<file path="config.mk">
export PLATFORM = sky130hd
export DESIGN_NAME = noc_host
export DESIGN_NICKNAME = d
export VERILOG_FILES = /design/src/rtl/noc_host.sv
export SDC_FILE = /design/constraint.sdc
export NUM_CORES = 2
export LEC_CHECK = 0
export ABC_AREA = 1
export CAP_MARGIN = 20
export CELL_PAD_IN_SITES_DETAIL_PLACEMENT = 1
export CELL_PAD_IN_SITES_GLOBAL_PLACEMENT = 1
export CORE_MARGIN = 2
export CORE_UTILIZATION = 51
export CTS_BUF_LIST = sky130_fd_sc_hd__clkbuf_8
export CTS_CLUSTER_DIAMETER = 60
export DETAILED_ROUTE_END_ITERATION = 12
export PLACE_DENSITY = 0.85
export SLEW_MARGIN = 20
export SYNTH_ARGS = -nofsm -noshare
export SYNTH_HDL_FRONTEND = slang
export SYNTH_SLANG_ARGS = --single-unit
</file>
<file path="constraint.sdc">
create_clock -name clk -period 8.8 [get_ports clk]
set_input_delay 1.76 -clock clk [delete_from_list [all_inputs] [get_ports clk]]
set_output_delay 1.76 -clock clk [all_outputs]
set_load 0.02 [all_outputs]
</file>
<file path="src/rtl/noc_host.sv">
// noc_host: host-side NoC endpoint. Turns read/write requests into command packets on a
// byte-serial link and decodes response and message packets coming back.
//
// Ports:
//   clk, rst                   clock, asynchronous active-high reset
//   req_valid/req_ready        request handshake; req_write, req_alen, req_dlen, req_dest,
//                              req_addr describe the transaction
//   wr_push, wr_data, wr_count 128-byte write-payload FIFO fill port and occupancy
//   noc_to_dev_ctl/data        outbound byte stream (ctl=1 marks a command byte)
//   noc_from_dev_ctl/data      inbound byte stream
//   rsp_valid, rsp_write, rsp_rc, rsp_len, rsp_timeout   transaction completion
//   rdata_valid, rdata         read payload bytes
//   msg_valid, msg_addr, msg_data                        received message packets
module noc_host #(
    parameter logic [7:0]  SRC_ID  = 8'h01,
    parameter int unsigned TIMEOUT = 1024
) (
    input  logic        clk,
    input  logic        rst,
    input  logic        req_valid,
    output logic        req_ready,
    input  logic        req_write,
    input  logic [1:0]  req_alen,
    input  logic [2:0]  req_dlen,
    input  logic [7:0]  req_dest,
    input  logic [63:0] req_addr,
    input  logic        wr_push,
    input  logic [7:0]  wr_data,
    output logic [7:0]  wr_count,
    output logic        noc_to_dev_ctl,
    output logic [7:0]  noc_to_dev_data,
    input  logic        noc_from_dev_ctl,
    input  logic [7:0]  noc_from_dev_data,
    output logic        rsp_valid,
    output logic        rsp_write,
    output logic [1:0]  rsp_rc,
    output logic [7:0]  rsp_len,
    output logic        rsp_timeout,
    output logic        rdata_valid,
    output logic [7:0]  rdata,
    output logic        msg_valid,
    output logic [7:0]  msg_addr,
    output logic [7:0]  msg_data
);

    typedef enum logic [2:0] {TxIdle, TxCmd, TxDest, TxSrc, TxAddr, TxData, TxWait} tx_state_e;
    typedef enum logic [2:0] {RxIdle, RxDest, RxSrc, RxHdr, RxPay} rx_state_e;

    localparam logic [2:0] OpRead  = 3'b001;
    localparam logic [2:0] OpWrite = 3'b010;
    localparam logic [2:0] OpRdRsp = 3'b011;
    localparam logic [2:0] OpWrRsp = 3'b100;
    localparam logic [2:0] OpMsg   = 3'b101;
    localparam logic [1:0] RcPart  = 2'b10;

    // Write-payload FIFO
    logic [7:0] mem [128];
    logic [6:0] wr_ptr_q, rd_ptr_q;
    logic [7:0] wr_count_q;

    // Transmit side; tx_state_q names the byte currently on the outbound wires
    tx_state_e  tx_state_q;
    logic       wr_q;
    logic [1:0] alen_q;
    logic [2:0] dlen_q;
    logic [7:0] dest_q;
    logic [63:0] addr_q;
    logic [7:0] cnt_q;
    logic [31:0] timer_q;
    logic [7:0] acc_q;

    // Receive side
    rx_state_e  rx_state_q;
    logic [2:0] rx_code_q;
    logic [1:0] rx_rc_q;
    logic       rx_keep_q;
    logic [7:0] rx_left_q;
    logic [7:0] msg_hold_q;
    logic       fin_pend_q;

    logic [7:0] naddr, ndata, req_bytes, done_len, head;
    logic       waiting, hs, pop, push_ok, rx_cmd_ok, dest_keep, rsp_byte, done, timeout_hit;

    assign wr_count = wr_count_q;
    assign head     = mem[rd_ptr_q];

    always_comb begin
        naddr       = 8'd1 << alen_q;
        ndata       = 8'd1 << dlen_q;
        req_bytes   = 8'd1 << req_dlen;
        waiting     = (tx_state_q == TxWait);
        req_ready   = !rst && (tx_state_q == TxIdle) && (!req_write || (wr_count_q >= req_bytes));
        hs          = req_valid && req_ready;
        pop         = ((tx_state_q == TxAddr) && (cnt_q == naddr) && wr_q) ||
                      ((tx_state_q == TxData) && (cnt_q != ndata));
        push_ok     = wr_push && (wr_count_q != 8'd128);
        rx_cmd_ok   = noc_from_dev_ctl &&
                      (noc_from_dev_data[2:0] inside {OpRdRsp, OpWrRsp, OpMsg});
        // Responses are only taken while a transaction waits; messages always.
        dest_keep   = (noc_from_dev_data == SRC_ID) && ((rx_code_q == OpMsg) || waiting);
        rsp_byte    = ((rx_state_q == RxDest) && dest_keep && (rx_code_q != OpMsg)) ||
                      ((rx_state_q inside {RxSrc, RxHdr, RxPay}) && rx_keep_q &&
                       (rx_code_q != OpMsg));
        timeout_hit = (timer_q == 32'(TIMEOUT - 1));

        done     = 1'b0;
        done_len = acc_q;
        if (fin_pend_q) begin
            done = 1'b1;
        end else if ((rx_state_q == RxHdr) && rx_keep_q && (rx_code_q != OpMsg)) begin
            if (rx_code_q == OpWrRsp) begin
                done     = 1'b1;
                done_len = noc_from_dev_data;
            end else if ((noc_from_dev_data == 8'd0) && (rx_rc_q != RcPart)) begin
                done = 1'b1;
            end
        end
    end

    always_ff @(posedge clk) begin
        if (push_ok) begin
            mem[wr_ptr_q] <= wr_data;
        end
    end

    always_ff @(posedge clk or posedge rst) begin
        if (rst) begin
            wr_ptr_q        <= '0;
            rd_ptr_q        <= '0;
            wr_count_q      <= '0;
            tx_state_q      <= TxIdle;
            wr_q            <= 1'b0;
            alen_q          <= '0;
            dlen_q          <= '0;
            dest_q          <= '0;
            addr_q          <= '0;
            cnt_q           <= '0;
            timer_q         <= '0;
            acc_q           <= '0;
            rx_state_q      <= RxIdle;
            rx_code_q       <= '0;
            rx_rc_q         <= '0;
            rx_keep_q       <= 1'b0;
            rx_left_q       <= '0;
            msg_hold_q      <= '0;
            fin_pend_q      <= 1'b0;
            noc_to_dev_ctl  <= 1'b1;
            noc_to_dev_data <= 8'h00;
            rsp_valid       <= 1'b0;
            rsp_write       <= 1'b0;
            rsp_rc          <= '0;
            rsp_len         <= '0;
            rsp_timeout     <= 1'b0;
            rdata_valid     <= 1'b0;
            rdata           <= '0;
            msg_valid       <= 1'b0;
            msg_addr        <= '0;
            msg_data        <= '0;
        end else begin
            rsp_valid   <= 1'b0;
            rdata_valid <= 1'b0;
            msg_valid   <= 1'b0;
            fin_pend_q  <= 1'b0;

            if (push_ok) wr_ptr_q <= wr_ptr_q + 7'd1;
            if (pop)     rd_ptr_q <= rd_ptr_q + 7'd1;
            wr_count_q <= wr_count_q + {7'd0, push_ok} - {7'd0, pop};

            case (tx_state_q)
                TxIdle: begin
                    if (hs) begin
                        wr_q            <= req_write;
                        alen_q          <= req_alen;
                        dlen_q          <= req_dlen;
                        dest_q          <= req_dest;
                        addr_q          <= req_addr;
                        acc_q           <= 8'd0;
                        noc_to_dev_ctl  <= 1'b1;
                        noc_to_dev_data <= {req_alen, req_dlen, req_write ? OpWrite : OpRead};
                        tx_state_q      <= TxCmd;
                    end
                end
                TxCmd: begin
                    noc_to_dev_ctl  <= 1'b0;
                    noc_to_dev_data <= dest_q;
                    tx_state_q      <= TxDest;
                end
                TxDest: begin
                    noc_to_dev_data <= SRC_ID;
                    tx_state_q      <= TxSrc;
                end
                TxSrc: begin
                    noc_to_dev_data <= addr_q[7:0];
                    addr_q          <= addr_q >> 8;
                    cnt_q           <= 8'd1;
                    tx_state_q      <= TxAddr;
                end
                TxAddr: begin
                    if (cnt_q != naddr) begin
                        noc_to_dev_data <= addr_q[7:0];
                        addr_q          <= addr_q >> 8;
                        cnt_q           <= cnt_q + 8'd1;
                    end else if (wr_q) begin
                        noc_to_dev_data <= head;
                        cnt_q           <= 8'd1;
                        tx_state_q      <= TxData;
                    end else begin
                        noc_to_dev_ctl  <= 1'b1;
                        noc_to_dev_data <= 8'h00;
                        timer_q         <= '0;
                        tx_state_q      <= TxWait;
                    end
                end
                TxData: begin
                    if (cnt_q != ndata) begin
                        noc_to_dev_data <= head;
                        cnt_q           <= cnt_q + 8'd1;
                    end else begin
                        noc_to_dev_ctl  <= 1'b1;
                        noc_to_dev_data <= 8'h00;
                        timer_q         <= '0;
                        tx_state_q      <= TxWait;
                    end
                end
                TxWait: begin
                    if (done) begin
                        rsp_valid   <= 1'b1;
                        rsp_write   <= wr_q;
                        rsp_rc      <= rx_rc_q;
                        rsp_len     <= done_len;
                        rsp_timeout <= 1'b0;
                        tx_state_q  <= TxIdle;
                    end else if (rsp_byte) begin
                        timer_q <= '0;
                    end else if (timeout_hit) begin
                        rsp_valid   <= 1'b1;
                        rsp_write   <= wr_q;
                        rsp_rc      <= 2'b11;
                        rsp_len     <= acc_q;
                        rsp_timeout <= 1'b1;
                        tx_state_q  <= TxIdle;
                    end else begin
                        timer_q <= timer_q + 32'd1;
                    end
                end
                default: tx_state_q <= TxIdle;
            endcase

            case (rx_state_q)
                RxIdle: begin
                    if (rx_cmd_ok) begin
                        rx_code_q  <= noc_from_dev_data[2:0];
                        rx_rc_q    <= noc_from_dev_data[7:6];
                        rx_state_q <= RxDest;
                    end
                end
                RxDest: begin
                    rx_keep_q  <= dest_keep;
                    rx_state_q <= RxSrc;
                end
                RxSrc: rx_state_q <= RxHdr;
                RxHdr: begin
                    // Dropped packets end here; their trailing ctl=0 bytes are ignored in idle.
                    rx_state_q <= RxIdle;
                    if (rx_keep_q) begin
                        if (rx_code_q == OpMsg) begin
                            msg_hold_q <= noc_from_dev_data;
                            rx_state_q <= RxPay;
                        end else if (rx_code_q == OpRdRsp) begin
                            acc_q <= acc_q + noc_from_dev_data;
                            if (noc_from_dev_data != 8'd0) begin
                                rx_left_q  <= noc_from_dev_data;
                                rx_state_q <= RxPay;
                            end
                        end
                    end
                end
                RxPay: begin
                    if (rx_code_q == OpMsg) begin
                        msg_valid  <= 1'b1;
                        msg_addr   <= msg_hold_q;
                        msg_data   <= noc_from_dev_data;
                        rx_state_q <= RxIdle;
                    end else begin
                        rdata_valid <= 1'b1;
                        rdata       <= noc_from_dev_data;
                        rx_left_q   <= rx_left_q - 8'd1;
                        if (rx_left_q == 8'd1) begin
                            rx_state_q <= RxIdle;
                            // Completion is reported the cycle after the last rdata pulse.
                            if (rx_rc_q != RcPart) fin_pend_q <= 1'b1;
                        end
                    end
                end
                default: rx_state_q <= RxIdle;
            endcase
        end
    end

endmodule
</file>
=== Yosys cells after proc, flatten, opt, wreduce, memory -nomap -nowiden ===
Memory sizes are Yosys's and may differ from the RTL's.
Cells that the tools add are included.

* Latch bits: 0
* RAM bits: 1024
* Memory bits (read-only): 0
* Register bits after elaboration: 225
* Memories: 1
* Output and inout bits: 57

{| class="wikitable"
|+ Memory list
! memory !! words !! bits a word !! rd ports !! clocked after memory_dff !! write ports !! RTL line !! RTL
|-
| mem || 128 || 8 || 1 || 0 || 1 || 57 || <nowiki>logic [7:0] mem [128];</nowiki>
|}

* Bitwise operators: 1
* Divide/modulo/power cells: 0
* Order comparisons: 1
* Add/subtract/negate cells: 8
* Reduce and logical (&&, ||, !) cells: 49
* Muxes and demuxes: 86
* Shifts and indexed selects: 3
* Equal/unequal tests: 44
* Multipliers: 0

{| class="wikitable"
|+ Operators with widths
! kind !! number
|-
| 2-to-1 mux 32 bit || 6
|-
| 2-to-1 mux 8 bit || 24
|-
| one-hot mux 64 bit (3 select lines) || 1
|-
| 2-to-1 mux 64 bit || 2
|-
| one-hot mux 32 bit (3 select lines) || 1
|-
| one-hot mux 8 bit (6 select lines) || 1
|-
| 2-to-1 mux 3 bit || 13
|-
| adder 32 x 1 -> 32 bit (second input constant) || 1
|-
| == test 32 x 10 -> 1 bit (second input constant) || 1
|-
| 2-to-1 mux 1 bit || 28
|-
| == test 3 bit (second input constant) || 8
|-
| one-hot mux 8 bit (3 select lines) || 1
|-
| one-hot mux 3 bit (7 select lines) || 1
|-
| inequality test 2 bit (second input constant) || 10
|-
| == test 3 x 2 -> 1 bit (second input constant) || 6
|-
| == test 8 x 1 -> 1 bit (second input constant) || 2
|-
| logical AND 1 bit || 16
|-
| inequality test 8 bit || 2
|-
| one-hot mux 8 bit (2 select lines) || 1
|-
| left shift 1 x 3 -> 8 bit (first input constant) || 2
|-
| one-hot mux 3 bit (5 select lines) || 1
|-
| nonzero test 3 bit || 5
|-
| adder 7 x 1 -> 7 bit (second input constant) || 2
|-
| AND reduction 2 bit || 6
|-
| other kinds (28) || 51
|}

=== Logic depth before layout (Yosys ltp) ===
* Depth after elaboration: 11
* Gate-level depth with buffers: 22
* Depth with buffers taken out: 21

=== Worst setup path before layout ===
Ideal clock, no wire load.

* Path kind: input port to output port
* Start point: in req_dlen[0]
* End point: out req_ready
* Stages on the path: 9
* Slack: 4.300 ns
* Arrival time: 2.740 ns
* Cells stage by stage: inv_1 > nand3_1 > ha_1 > nand2_1 > nor2_1 > nand4_1 > nand4_1 > nand2_1 > inv_1

* Longest elaborated chain between the ends: 4

{| class="wikitable"
|+ RTL lines
! what !! RTL line !! RTL
|-
| start: declaration || 24 || <nowiki>input logic [2:0] req_dlen,</nowiki>
|-
| left shift 1 x 3 -> 8 bit || 90 || <nowiki>req_bytes = 8'd1 << req_dlen;</nowiki>
|-
| >= comparator 8 bit || 92 || <nowiki>req_ready = !rst && (tx_state_q == TxIdle) && (!req_write || (wr_count_q >= req_bytes));</nowiki>
|-
| logical OR 1 bit || 92 ||
|-
| logical AND 1 bit || 92 ||
|-
| end: declaration || 21 || <nowiki>output logic req_ready,</nowiki>
|}

Every way passes these cells.

=== Final worst setup path ===
Same ends and word-level chain as after synthesis.

==> out/results.tsv <==
stage	metric	value	unit
global_route	met3_usage	4.74	%
power	ir_drop	0.000261	V
global_route	grt_busiest_layer	met2	
min_path	hp-class	reg2reg	
global_route	grt_pass1_vias	43200	
synth	synth_nets	5402	
synth	yosysSeqAreaShare	67.1	%
floorplanning	rows	119	
sta	fin_crit	5.78	ns
critical_path	critPathMaxFanout	6	
critical_path	cp_top_family	buffers and inverters	
sta	hold_ws	0.472	ns
cts	clk_latency	0.90	ns
critical_path	required	7.04	ns
sta	worstMarginPinSlew	1.14	ns
sta	skew	0.0382	ns
synth	yosysTopAreaCell	edfxtp_1	
outcome	status	complete, no violations	
floorplanning	initial_core_util	51.5	%
cts	cts.sinks	1249	
detailed_routing	routed_via_density	5.83	
job	cap_viol_max_count	0	
global_route	grt_overflow	0	
detailed_routing	drt_wl_total	163	mm
power	powerDensity	305	nW/µm²
synth	netlist_top_cells_area	edfxtp_1 (57%), dfrtp_1 (10%), nand2_1 (8.7%), nor2_1 (6.4%), o21ai_0 (3.8%)	
global_route	grt_usage	29.9	%
critical_path	cpPeakStageDelay	0.59	ns
sta	post-route-period-util	65.7	%
floorplanning	fp.dieW	330	µm
sta	clock.fmax	0.173	GHz
synth	synth_top_family_by_area	simple AND/OR/NAND/NOR gates	
synth	yosys_warnings	0	
sta	setup_violations	0	
finish	drive_gt1_share	6.15	%
sta	finalWorstSetupSlack	3.02	ns
cts	ctsResizeCount	0	
critical_path	critPathKind	in2out	
critical_path	worstSetupEndpointType	output pin	
placement	finalWeightedCongestion	0.877	
synth	ys.flop_type	edfxtp_1	
finish	area_delta_synth_final	11.4	%
synth	yosys.area_share.simple	20.0	%
detailed_routing	dr_total_vias	40500	
synth	synthAdderAreaFrac	0.813	%
global_route	antenna_found_initial	3	
placement	dp_hpwl	101	mm
cts	htree_levels	4	
placement	place_ws	3.02	ns
detailed_routing	drtIter0Drc	3703	
synth	ys_seq_elements	1249	
synth	synth_compound_area_share	6.48	%
synth	avgSynthCellArea	10.3	µm²
synth	synth_edf_count	1024	
global_route	grt_pass1_wl	249	mm
cts	path_clk_slew	0.05	ns
detailed_routing	antenna_left	0	
critical_path	path_buf_inv	4	
power	p_leak	23.2	nW
placement	postPlaceCellArea	56600	µm²
synth	syn_inst	5269	
finish	nNetsFinal	5530	
global_route	globalRouteMet2Util	51.0	%
global_route	grt_max_degree	160	
placement	io_buffers	155	
synth	synth_most_common_cell	nand2_1	
sta	report.final.slew_viol_count	0	
floorplanning	ios	156	
critical_path	critical_path_arrival	4.02	ns
finish	ff_latch_area	36400	µm²
detailed_routing	drc	0	
finish	final_area	60400	µm²
sta	relSlewSlack	23.9	%
synth	syn_area	54200	µm²
cts	cts_tree	built	
cts	cts_hold_buf	0	
finish	multi_input_area	15400	µm²
critical_path	start_kind	primary input	
synth	synthMuxAreaShare	0.166	%
floorplanning	dieArea	109000	µm²
cts	cts_setup_buffers	0	
cts	numCtsBuffers	201	
cts	clk_path_buf_depth	3	
synth	yosysTopAreaCellShare	56.8	%
detailed_routing	first_pass_iters	6	
critical_path	slowest_stage	clkdlybuf4s50_1	
critical_path	path_cells	clkdlybuf4s50_1, inv_1, nand3_1, ha_1, nand2_1, nor2_1, nand4_1, nand4_1, nand2_1, inv_1, clkdlybuf4s50_1	
global_route	grt_use_met1	38.2	%
sta	fin_setup_tns	0	ns
synth	synthArstFlopShare	18.0	%
detailed_routing	wl_per_cell	23.5	µm
synth	synth-xor-area-share	0.921	%
sta	final-hold-violation-count	0	
floorplanning	core_area	105000	µm²
synth	ys_top_cells_by_count	nand2_1 (1253), edfxtp_1 (1024), nor2_1 (921), o21ai_0 (411), nand3_1 (395)	
synth	synth.distinct_cells	47	
finish	fillers	11400	
cts	cts_root_buf	clkbuf_8	
sta	rsz0062_at_grt	false	
floorplanning	dieHeight	330	µm
[state kept, by name, indices dropped and copies added (netlist names), 8 cells and up]
name             count
msg_hold_q           8
cnt_q                8
addr_q              64
acc_q                8
mem               1024
timer_q             32
noc_to_dev_data      8
dest_q               8
msg_addr             8
rdata                8
rsp_len              8
msg_data             8
rx_left_q            8
wr_count             8
[layout by cell type (no fill, tap or decap), types with 3 or more instances in the layout]
cell type	count
inv_1	373
clkinvlp_4	4
a31oi_1	61
o21ai_0	411
o21ai_1	41
bufinv_16	3
nand4_1	27
buf_4	54
dfrtp_1	221
inv_6	3
inv_8	6
mux2_2	8
xnor2_1	3
o211ai_1	49
clkinv_2	12
nor2_1	918
a22oi_1	3
a21oi_1	55
ha_1	32
nor3_1	55
nand3_1	395
nand2_1	1252
inv_2	9
o22ai_1	17
nor4_1	16
clkbuf_8	215
nor2_2	5
xor2_1	54
clkdlybuf4s50_1	147
o21a_1	3
dfrtp_4	3
edfxtp_1	1024
clkinv_1	51
diode_2	5
[worst min-delay path: stages, from the launching register on]
cell,delay (ns)
dfrtp_1,0.34
nand2_1,0.05
nand2_1,0.04
[kinds of logic (layout without fill, tap and decap cells)]
kind of cell / after synthesis / after routing
AND/OR/NAND/NOR: 2682 / 2682
multiplexers: 8 / 8
buffers and inverters: 590 / 883
adder cells (fa/ha/maj): 34 / 34
AO/OA/AOI/OAI: 649 / 649
other: 0 / 5
flip-flops: 1249 / 1249
XOR/XNOR: 57 / 57
[where the power goes]
group | switching [W] | internal (W) | total, W
Combinational | 0.00465 | 0.00175 | 0.00640
Sequential | 0.000439 | 0.00685 | 0.00729
Clock | 0.00236 | 0.00234 | 0.00470
Total | 0.00744 | 0.0109 | 0.0184
[routing by layer]
metal  up-vias  share of wire [%]  routed length [µm]
li1      18100                  -                   -
met1     20400                 39               63900
met2      1613                 50               82100
met3       385                7.0               11400
met4         0                3.7                6000
met5         -                  0                   0
[path summary, 6_finish.rpt]
path / startpoint / end / slack [ns] / cells past startpoint
worst max-delay path: req_dlen[0] / req_ready / 3.02 / 11
worst min-delay path: msg_addr[2]$_DFFE_PP0P_ / msg_addr[2]$_DFFE_PP0P_ / 0.47 / 2
worst max register to register: rd_ptr_q[0]$_DFFE_PP0P_ / noc_to_dev_data[3]$_DFFE_PP0P_ / 4.34 / 15
worst min register to register: msg_addr[2]$_DFFE_PP0P_ / msg_addr[2]$_DFFE_PP0P_ / 0.47 / 2
max in group asynchronous: rst / timer_q[3]$_DFFE_PP0P_ / 5.95 / 3
min in group asynchronous: rst / dest_q[3]$_DFFE_PP0P_ / 1.38 / 2
[cell type report]
cell class / count / area share [%]
Sequential cell: 1249 / 60.3
Clock buffer: 215 / 4.90
Multi-Input combinational cell: 3430 / 25.5
Clock inverter: 153 / 1.24
Timing Repair Buffer: 204 / 3.19
Tap cell: 1391 / 2.88
Inverter: 311 / 1.97
Antenna cell: 5 / 0.0207
[metrics by stage]
step	instances	total power [W]	util [%]
after floorplan	5269	0.0115	-
after global placement	6584	0.0133	53.8
after detailed placement	6584	0.0137	53.8
after CTS	6952	0.0184	57.3
after global routing	6956	0.0193	57.3
final	6958	0.0184	57.3
Power figures use the tool's default switching activity.
